--- src/rtl/fetch_pkg.sv ---
// Shared types and predecode helpers for the instruction fetch queue.
package fetch_pkg;

    localparam int unsigned INST_W = 32;
    localparam int unsigned PC_W   = 64;

    localparam logic [6:0] OP_JAL    = 7'b1101111;
    localparam logic [6:0] OP_JALR   = 7'b1100111;
    localparam logic [6:0] OP_BRANCH = 7'b1100011;

    typedef enum logic [1:0] {
        IDLE,
        ADDR,
        DATA
    } bus_state_t;

    typedef struct packed {
        logic [INST_W-1:0] inst;
        logic [PC_W-1:0]   pc;
        logic              pred_taken;
    } fetch_entry_t;

    // J-type immediate, sign-extended to the widest PC
    function automatic logic [PC_W-1:0] j_imm(input logic [INST_W-1:0] i);
        return {{(PC_W-21){i[31]}}, i[31], i[19:12], i[20], i[30:21], 1'b0};
    endfunction

    // B-type immediate, sign-extended to the widest PC
    function automatic logic [PC_W-1:0] b_imm(input logic [INST_W-1:0] i);
        return {{(PC_W-13){i[31]}}, i[31], i[7], i[30:25], i[11:8], 1'b0};
    endfunction

endpackage

--- src/rtl/fetch_fifo.sv ---
// DEPTH-entry prefetch queue with flush; head is presented combinationally.
module fetch_fifo
    import fetch_pkg::*;
#(
    parameter  int unsigned DEPTH = 4,
    localparam int unsigned CW    = $clog2(DEPTH) + 1
) (
    input  logic          CLK,
    input  logic          reset,
    input  logic          push,
    input  fetch_entry_t  din,
    input  logic          pop,
    input  logic          flush,
    output fetch_entry_t  dout,
    output logic [CW-1:0] count
);

    localparam int unsigned PW = $clog2(DEPTH);

    fetch_entry_t    mem [DEPTH];
    logic [PW-1:0]   wr_ptr;
    logic [PW-1:0]   rd_ptr;
    logic [CW-1:0]   count_q;
    logic            do_push;
    logic            do_pop;

    always_comb begin
        do_pop  = pop && (count_q != '0);
        do_push = push && ((count_q != CW'(DEPTH)) || do_pop);
    end

    always_ff @(posedge CLK or negedge reset) begin
        if (!reset) begin
            wr_ptr  <= '0;
            rd_ptr  <= '0;
            count_q <= '0;
        end else if (flush) begin
            wr_ptr  <= '0;
            rd_ptr  <= '0;
            count_q <= '0;
        end else begin
            if (do_push) wr_ptr <= wr_ptr + PW'(1);
            if (do_pop)  rd_ptr <= rd_ptr + PW'(1);
            case ({do_push, do_pop})
                2'b10:   count_q <= count_q + CW'(1);
                2'b01:   count_q <= count_q - CW'(1);
                default: count_q <= count_q;
            endcase
        end
    end

    // Storage needs no reset: the head is masked while the queue is empty
    always_ff @(posedge CLK) begin
        if (do_push && !flush) mem[wr_ptr] <= din;
    end

    assign dout  = (count_q != '0) ? mem[rd_ptr] : '0;
    assign count = count_q;

endmodule

--- src/rtl/inst_fetch_queue.sv ---
// Fetch front end: AHB-lite sequential prefetch, JAL/JALR predecode, epoch-based flush.
// Optional FETCH_BTFN_EN: predict backward conditional branches taken at fill.
module inst_fetch_queue
    import fetch_pkg::*;
#(
    parameter int unsigned     XLEN     = 64,
    parameter int unsigned     ILEN     = 32,
    parameter int unsigned     DEPTH    = 4,
    parameter logic [XLEN-1:0] RESET_PC = '0
) (
    input  logic            CLK,
    input  logic            reset,
    input  logic            redirect,
    input  logic [XLEN-1:0] redirect_PC,
    output logic [XLEN-1:0] HADDR,
    output logic            HTRANS,
    input  logic            HREADY,
    input  logic [XLEN-1:0] HRDATA,
    output logic [ILEN-1:0] inst,
    output logic [XLEN-1:0] inst_PC,
    output logic            inst_valid,
    input  logic            inst_ready,
    output logic            pred_taken
);

    localparam int unsigned CW = $clog2(DEPTH) + 1;
    localparam int unsigned UW = CW + 1;

    bus_state_t      state_q;
    bus_state_t      state_d;
    logic [XLEN-1:0] fetch_pc_q;
    logic [XLEN-1:0] txn_addr_q;
    logic            epoch_q;
    logic            txn_epoch_q;
    logic            halt_q;

    logic [CW-1:0]   count;
    logic [UW-1:0]   used;
    logic            issue;
    logic            accept;
    logic            keep;
    logic            is_jal;
    logic            is_jalr;
    logic            btfn_taken;
    logic            flush;
    logic [XLEN-1:0] fill_target;
    logic [INST_W-1:0] word;
    fetch_entry_t    push_entry;
    fetch_entry_t    head;

    // Pick the 32-bit slot addressed by the captured fetch address
    if (XLEN == 64) begin : g_slot64
        assign word = HRDATA[{txn_addr_q[2], 5'b0} +: 32];
    end else begin : g_slot32
        assign word = HRDATA[31:0];
    end

`ifdef FETCH_BTFN_EN
    assign btfn_taken = keep && (word[6:0] == OP_BRANCH) && word[31];
`else
    assign btfn_taken = 1'b0;
`endif

    always_comb begin
        used    = UW'(count) + UW'(state_q == DATA);
        issue   = reset && !halt_q && !redirect && (used < UW'(DEPTH));
        accept  = issue && HREADY;
        keep    = (state_q == DATA) && HREADY && (txn_epoch_q == epoch_q) && !redirect;
        is_jal  = keep && (word[6:0] == OP_JAL);
        is_jalr = keep && (word[6:0] == OP_JALR);
        flush   = redirect || is_jal || is_jalr || btfn_taken;
        fill_target = is_jal ? txn_addr_q + XLEN'(j_imm(word))
                             : txn_addr_q + XLEN'(b_imm(word));
        push_entry = '{inst: word, pc: PC_W'(txn_addr_q), pred_taken: btfn_taken};
    end

    // Bus FSM: tracks whether a data phase is outstanding
    always_comb begin
        state_d = state_q;
        case (state_q)
            IDLE, ADDR: state_d = accept ? DATA : (issue ? ADDR : IDLE);
            DATA: begin
                if (HREADY) state_d = accept ? DATA : (issue ? ADDR : IDLE);
            end
            default: state_d = IDLE;
        endcase
    end

    always_ff @(posedge CLK or negedge reset) begin
        if (!reset) begin
            state_q     <= IDLE;
            fetch_pc_q  <= RESET_PC;
            txn_addr_q  <= '0;
            epoch_q     <= 1'b0;
            txn_epoch_q <= 1'b0;
            halt_q      <= 1'b0;
        end else begin
            state_q <= state_d;
            if (accept) txn_addr_q <= fetch_pc_q;
            // A request accepted alongside a flush carries the old epoch and is dropped
            if (accept || flush) txn_epoch_q <= epoch_q;
            if (flush) epoch_q <= ~epoch_q;

            if (redirect)     halt_q <= 1'b0;
            else if (is_jalr) halt_q <= 1'b1;

            if (redirect)                   fetch_pc_q <= redirect_PC;
            else if (is_jal || btfn_taken)  fetch_pc_q <= fill_target;
            else if (accept)                fetch_pc_q <= fetch_pc_q + XLEN'(4);
        end
    end

    fetch_fifo #(
        .DEPTH (DEPTH)
    ) u_fifo (
        .CLK   (CLK),
        .reset (reset),
        .push  (keep),
        .din   (push_entry),
        .pop   (inst_valid && inst_ready),
        .flush (redirect),
        .dout  (head),
        .count (count)
    );

    assign HADDR      = fetch_pc_q;
    assign HTRANS     = issue;
    assign inst_valid = (count != '0);
    assign inst       = ILEN'(head.inst);
    assign inst_PC    = XLEN'(head.pc);
    assign pred_taken = head.pred_taken;

endmodule

--- config.mk ---
export PLATFORM = sky130hd
export DESIGN_NAME = inst_fetch_queue
export DESIGN_NICKNAME = d
export VERILOG_FILES = /design/src/rtl/fetch_pkg.sv /design/src/rtl/fetch_fifo.sv /design/src/rtl/inst_fetch_queue.sv
export SDC_FILE = /design/constraint.sdc
export NUM_CORES = 1
export LEC_CHECK = 0
export ABC_AREA = 1
export CORE_MARGIN = 3
export CORE_UTILIZATION = 52
export DETAILED_ROUTE_END_ITERATION = 16
export PLACE_DENSITY = 0.77
export SLEW_MARGIN = 15
export SYNTH_ARGS = -nofsm -noshare
export SYNTH_HDL_FRONTEND = slang
export SYNTH_SLANG_ARGS = --single-unit
--- constraint.sdc ---
create_clock -name CLK -period 5.5 [get_ports CLK]
set_input_delay 1.1 -clock CLK [delete_from_list [all_inputs] [get_ports CLK]]
set_output_delay 1.1 -clock CLK [all_outputs]
set_load 0.05 [all_outputs]
Word-level counts from Yosys, hierarchy flattened
Memories as Yosys holds them, arrays and structs flattened.
Cells that the tools add are included.
{"block": "word_totals", "ram_bits": 384, "n_memories": 1, "output_inout_bits": 163, "reg_bits": 140}
{"memory": "u_fifo.mem", "depth": 4, "width": 96, "read_ports": 1, "rd_clocked_by_memory_dff": 0, "wr": 1, "line_no": "fetch_fifo.sv:20", "source": "fetch_entry_t mem [DEPTH];"}
{"block": "op_classes", "shift": 1, "n_lt_le_gt_ge": 1, "n_reduce_logical": 27, "addsub": 7, "n_eq_ne": 9, "bitwise_logic": 1, "n_mux": 18}
{"operator": "$mux W64", "count": 3}
{"operator": "$mux W97", "count": 1}
{"operator": "$add A64 B3 Y64 const B", "count": 1}
{"operator": "$add A64 B64 Y64", "count": 1}
{"operator": "$shiftx A64 B7 Y32", "count": 1}
{"operator": "$eq A7 B7 Y1 const B", "count": 2}
{"operator": "$logic_and A1 B1 Y1", "count": 13}
{"operator": "$mux W2", "count": 6}
{"operator": "$reduce_bool A3 Y1", "count": 3}
{"operator": "$pmux W3 S2", "count": 1}
{"operator": "$reduce_bool A2 Y1", "count": 3}
{"operator": "$mux W1", "count": 5}
{"operator": "$add A2 B1 Y2 const B", "count": 2}
{"operator": "$add A3 B1 Y4", "count": 1}
{"operator": "$eq A2 B1 Y1 const B", "count": 2}
{"operator": "$eq A2 B2 Y1 const B", "count": 2}
{"operator": "$logic_or A1 B1 Y1", "count": 4}
{"operator": "$lt A4 B3 Y1 const B", "count": 1}
{"operator": "$pmux W2 S2", "count": 1}
{"operator": "$add A3 B1 Y3 const B", "count": 1}
{"operator": "$mux W3", "count": 1}
{"operator": "$ne A3 B3 Y1 const B", "count": 1}
{"operator": "$sub A3 B1 Y3 const B", "count": 1}
{"operator": "$logic_not A1 Y1", "count": 2}
{"operator": "other kinds (5)", "count": 5}

Logic depth before layout (Yosys ltp)
{"block": "logic_depth", "depth_word": 8, "mapped_depth": 22}

Hierarchy
Synthesis repeated with hierarchy kept, for this count alone.
{"block": "hier_totals", "hier_cells": 3777, "area_unflattened_um2": 29696.0}
{"mod": "fetch_fifo", "area_each_um2": 15447.3, "cells_per_inst": 1207, "n_inst": 1, "seq_area_each_um2": 11826.3}
{"mod": "inst_fetch_queue", "area_each_um2": 14248.7, "cells_per_inst": 2570, "n_inst": 1, "seq_area_each_um2": 3328.2}

Worst setup path before layout
Ideal clock, no wire load.
{"block": "synth_path", "kind": "input to register", "startpoint": "input port redirect", "endpoint": "memory u_fifo.mem[0][0] (netlist name), enable pin", "stages": 7, "setup_slack_ns": -0.727, "setup_time_ns": 0.552, "arrival_ns": 5.675, "n_path_buf": 0, "path_cell_list": "inv_2 nand2_1 a21oi_1 nand3_1 inv_1 nand2_1 nor2_1"}
{"block": "synth_between", "elab_chain_len": 6}
{"element": "start, declared", "line_no": "inst_fetch_queue.sv:13", "source": "input logic redirect,"}
{"element": "$logic_not A1 Y1 (*)", "line_no": "fetch_fifo.sv:54, inst_fetch_queue.sv:68"}
{"element": "$logic_and A1 B1 Y1", "line_no": "inst_fetch_queue.sv:68", "source": "keep = (state_q == DATA) && HREADY && (txn_epoch_q == epoch_q) && !redirect;"}
{"element": "$logic_and A1 B1 Y1", "line_no": "fetch_fifo.sv:29", "source": "do_push = push && ((count_q != CW'(DEPTH)) || do_pop);"}
{"element": "$logic_and A1 B1 Y1 (*)", "line_no": "fetch_fifo.sv:54", "source": "if (do_push && !flush) mem[wr_ptr] <= din;"}
{"element": "$mux W1 (*)", "line_no": "fetch_fifo.sv:54"}
{"element": "$mux W1 (not written as such) (*)", "line_no": "fetch_fifo.sv:54"}
{"element": "end, declared", "line_no": "fetch_fifo.sv:20"}
Mark *: on every way between the ends. The rest lies on a longest branch, timed or not.

Final worst setup path
{"block": "layout_path", "startpoint": "register u_fifo.count_q[0], in the netlist u_fifo.count[0]", "endpoint": "output port inst[22]"}
{"block": "layout_between", "elab_chain_len": 2}
{"element": "start, declared", "line_no": "fetch_fifo.sv:23", "source": "logic [CW-1:0] count_q;"}
{"element": "start signal, assigned", "line_no": "fetch_fifo.sv:45", "source": "2'b10: count_q <= count_q + CW'(1);"}
{"element": "start signal, assigned", "line_no": "fetch_fifo.sv:46", "source": "2'b01: count_q <= count_q - CW'(1);"}
{"element": "start signal, assigned", "line_no": "fetch_fifo.sv:47", "source": "default: count_q <= count_q;"}
{"element": "$reduce_bool A3 Y1", "line_no": "fetch_fifo.sv:57", "source": "assign dout = (count_q != '0) ? mem[rd_ptr] : '0;"}
{"element": "$mux W97", "line_no": "fetch_fifo.sv:57"}
{"element": "end, declared", "line_no": "inst_fetch_queue.sv:19", "source": "output logic [ILEN-1:0] inst,"}
No other way between the ends.

==> load_flow_metrics.sql <==
INSERT INTO impl_metrics (metric_group, metric, value, unit) VALUES
('run_status', 'outcome', 'completed', ''),
('worst_setup_path', 'element_type_at_the_critical_path_start', 'flop', ''),
('cts', 'cts-root-buf', 'sky130_fd_sc_hd__clkbuf_16', ''),
('worst_setup_path', 'worstPathRequired', '4.40', 'ns'),
('cts', 'clk_transition_reported_paths', '0.06', 'ns'),
('grt', 'grt_remaining_overflow', '0', ''),
('synth', 'synth_top_cells_by_area', 'sky130_fd_sc_hd__edfxtp_1, sky130_fd_sc_hd__nand2_1, sky130_fd_sc_hd__dfrtp_1', ''),
('floorplan', 'die-area', '59300', 'um^2'),
('placed_design', 'detailed_placer_s_ending_hpwl', '69640', 'um'),
('timing', 'total_of_endpoints_with_negative_setup_slack_in_the_final_report', '0', ''),
('cts', 'htreeDepth', '2', ''),
('timing', 'max_freq', '209.3', 'MHz'),
('floorplan', 'x_dimension_of_the_die', '243.5', 'um'),
('power', 'seqPwrFrac', '32.0', '%'),
('cts', 'clock_path_buffers', '3', ''),
('floorplan', 'row_count', '86', ''),
('worst_setup_path', 'worstSetupPathType', 'reg2out', ''),
('synth', 'postSynthNetCount', '3947', ''),
('placed_design', 'placed_cell_area', '32980', 'um^2'),
('timing', 'timing.final.hold_violations', '0', ''),
('final_layout', 'design_area', '34660', 'um^2'),
('cts', 'clock_sink_count', '524', ''),
('final_layout', 'layout_stage_area_growth_over_the_synthesis_result', '18.17', '%'),
('synth', 'yosys_most_used_dff', 'sky130_fd_sc_hd__edfxtp_1', ''),
('synth', 'synth_top_cell_area_share', '39.31', '%'),
('worst_setup_path', 'crit_path_end_kind', 'output pin', ''),
('timing', 'fin_ws', '0.7220', 'ns'),
('final_layout', 'post_route_cells_drive_above_1_share', '3.943', '%'),
('synth', 'synthArstFlopShare', '26.72', '%'),
('final_layout', 'leading_cell_types_in_the_layout_fill_and_taps_excluded', 'sky130_fd_sc_hd__nand2_1, sky130_fd_sc_hd__nor2_1, sky130_fd_sc_hd__inv_1, sky130_fd_sc_hd__edfxtp_1, sky130_fd_sc_hd__clkdlybuf4s50_1', ''),
('power', 'power.static_leakage', '15.05', 'nW'),
('worst_setup_path', 'arrival', '3.68', 'ns'),
('final_layout', 'fin_util', '62.55', '%'),
('power', 'totalPowerFinal', '17.84', 'mW'),
('synth', 'syn_avg_cell_area', '7.833', 'um^2'),
('cts', 'postCtsResizedCells', '0', ''),
('power', 'pwr-share-clk', '19.6', '%'),
('power', 'net-switching-power', '8.427', 'mW'),
('synth', 'post-synth-top-area-cell', 'sky130_fd_sc_hd__edfxtp_1', ''),
('placed_design', 'routabilityCongestion', '1.060', ''),
('placed_design', 'pre_cts_ws', '0.9375', 'ns'),
('cts', 'clk_latency', '0.61', 'ns'),
('cts', 'tritoncts', 'yes', ''),
('job', 'timing.max_cap.violations', '0', ''),
('final_layout', 'finalNetCount', '4190', ''),
('synth', 'synth-warning-count', '0', ''),
('timing', 'hold_slack', '0.3695', 'ns'),
('power', 'power.density', '514.6', 'nW/um^2'),
('timing', 'worst-slew-pin-transition', '1.064', 'ns'),
('power', 'swShare', '47.24', '%'),
('grt', 'track_usage', '31.88', '%'),
('synth', 'synth.cell_area', '29340', 'um^2'),
('power', 'maximum_ir_drop_on_the_vdd_rail', '0.2954', 'mV'),
('routing', 'first_pass_iters', '6', ''),
('synth', 'postSynthRegisterBits', '524', ''),
('routing', 'detailed_router_s_first_iteration_violation_count', '2846', ''),
('cts', 'cts_hold_buffers', '0', ''),
('floorplan', 'boundaryPins', '296', ''),
('worst_setup_path', 'critical_path.max_fanout', '44', ''),
('final_layout', 'antennaDiodeCount', '0', ''),
('cts', 'numCtsBuffers', '52', ''),
('final_layout', 'layout_commonest_cell', 'sky130_fd_sc_hd__nand2_1', ''),
('grt', 'via_count_of_the_first_global_routing_pass', '24250', ''),
('grt', 'grt_antenna_before_repair', '3', ''),
('timing', 'timing.final.crit_period', '4.778', 'ns'),
('synth', 'synth_edf_count', '384', ''),
('floorplan', 'floorplan.core_area', '55420', 'um^2'),
('min_path', 'worst_hold_path_type', 'in2async', ''),
('timing', 'total_count_of_max_transition_violations_in_the_final_report', '0', ''),
('placed_design', 'io_buffer_count', '294', ''),
('routing', 'wire_per_inst', '20.27', 'um');
==> stage by stage <==
step | TNS (ns) | cells
after floorplan | -279.09 | 3745
after global placement | 0 | 4682
after detailed placement | 0 | 4682
after CTS | 0 | 4780
after global routing | 0 | 4780
final | 0 | 4780
==> cell type report <==
type | count | area (um^2) | share of cell area (%)
clock buffers | 63 | 1364 | 3.934
clock inverters | 35 | 316.6 | 0.9132
inverters | 407 | 1533 | 4.422
multi-input cells | 2679 | 12220 | 35.26
flip-flops and latches | 524 | 15040 | 43.39
well taps | 748 | 935.9 | 2.700
repair buffers | 324 | 3252 | 9.381
==> critical path, stage by stage (launching register included) <==
cell	delay, ns
sky130_fd_sc_hd__dfrtp_1	0.45
sky130_fd_sc_hd__nor2_1	0.09
sky130_fd_sc_hd__nand2_1	0.16
sky130_fd_sc_hd__clkinv_2	0.62
sky130_fd_sc_hd__buf_4	0.53
sky130_fd_sc_hd__a21oi_1	0.30
sky130_fd_sc_hd__clkdlybuf4s50_1	0.89
==> final timing paths <==
check,to,start,slack (ns),cells past startpoint
max,inst[22],u_fifo.count[0],0.72,6
min,HADDR[61],reset,0.37,1
max reg2reg,HADDR[53],txn_addr_q[2],1.02,15
min reg2reg,state_q[0],state_q[1],0.48,1
max in group asynchronous,HADDR[1],reset,3.86,2
min in group CLK,state_q[0],state_q[1],0.48,1
==> state kept, by name, summed over array words and instances, names as in the netlist <==
name           flops
state_q            2
u_fifo.rd_ptr      2
u_fifo.count       3
halt_q             1
u_fifo.mem       384
txn_epoch_q        1
txn_addr_q        64
HADDR             64
epoch_q            1
u_fifo.wr_ptr      2
==> synth_stat cells (all sizes together) (4+ instances only) <==
| cell type | n |
|---|---|
| nand2 | 1110 |
| nor2 | 661 |
| inv | 406 |
| edfxtp | 384 |
| o21ai | 295 |
| a21oi | 218 |
| dfrtp | 140 |
| nand3 | 139 |
| clkbuf | 82 |
| ha | 67 |
| buf | 53 |
| nor3 | 44 |
| xor2 | 37 |
| nand4 | 28 |
| xnor2 | 22 |
| nand3b | 12 |
| o211ai | 7 |
| o22ai | 7 |
| or2 | 7 |
| a21o | 5 |
| o21bai | 5 |
| nor4 | 4 |
==> logic make-up (layout without fill, tap and decap cells) <==
family,Yosys count,after routing,synth area share (%)
AND/OR/NAND/NOR,2009,2009,27.30
buffers and inverters,542,829,7.208
AO/OA/AOI/OAI,541,541,9.473
flip-flops,524,524,51.25
adder cells (fa/ha/maj),69,69,2.994
XOR/XNOR,59,59,1.761
other,1,1,0.01278
==> power groups by stage <==
stage | Combinational, mW | Sequential [mW] | Clock [mW]
finish | 8.63 | 5.71 | 3.50
global route | 9.35 | 5.74 | 3.70
CTS | 8.51 | 5.67 | 3.53
detailed placement | 8.45 | 5.74 | 0
global placement | 8.41 | 5.73 | 0
floorplan | 5.54 | 5.59 | 0
==> per-layer routing <==
metal / global-route usage (%) / part of all wire (%)
met3: 4.810 / 9.8
met4: 10.95 / 3.7
met1: 46.24 / 42
met5: 0 / 0
met2: 49.22 / 44
(Power assumes the default switching activity.)
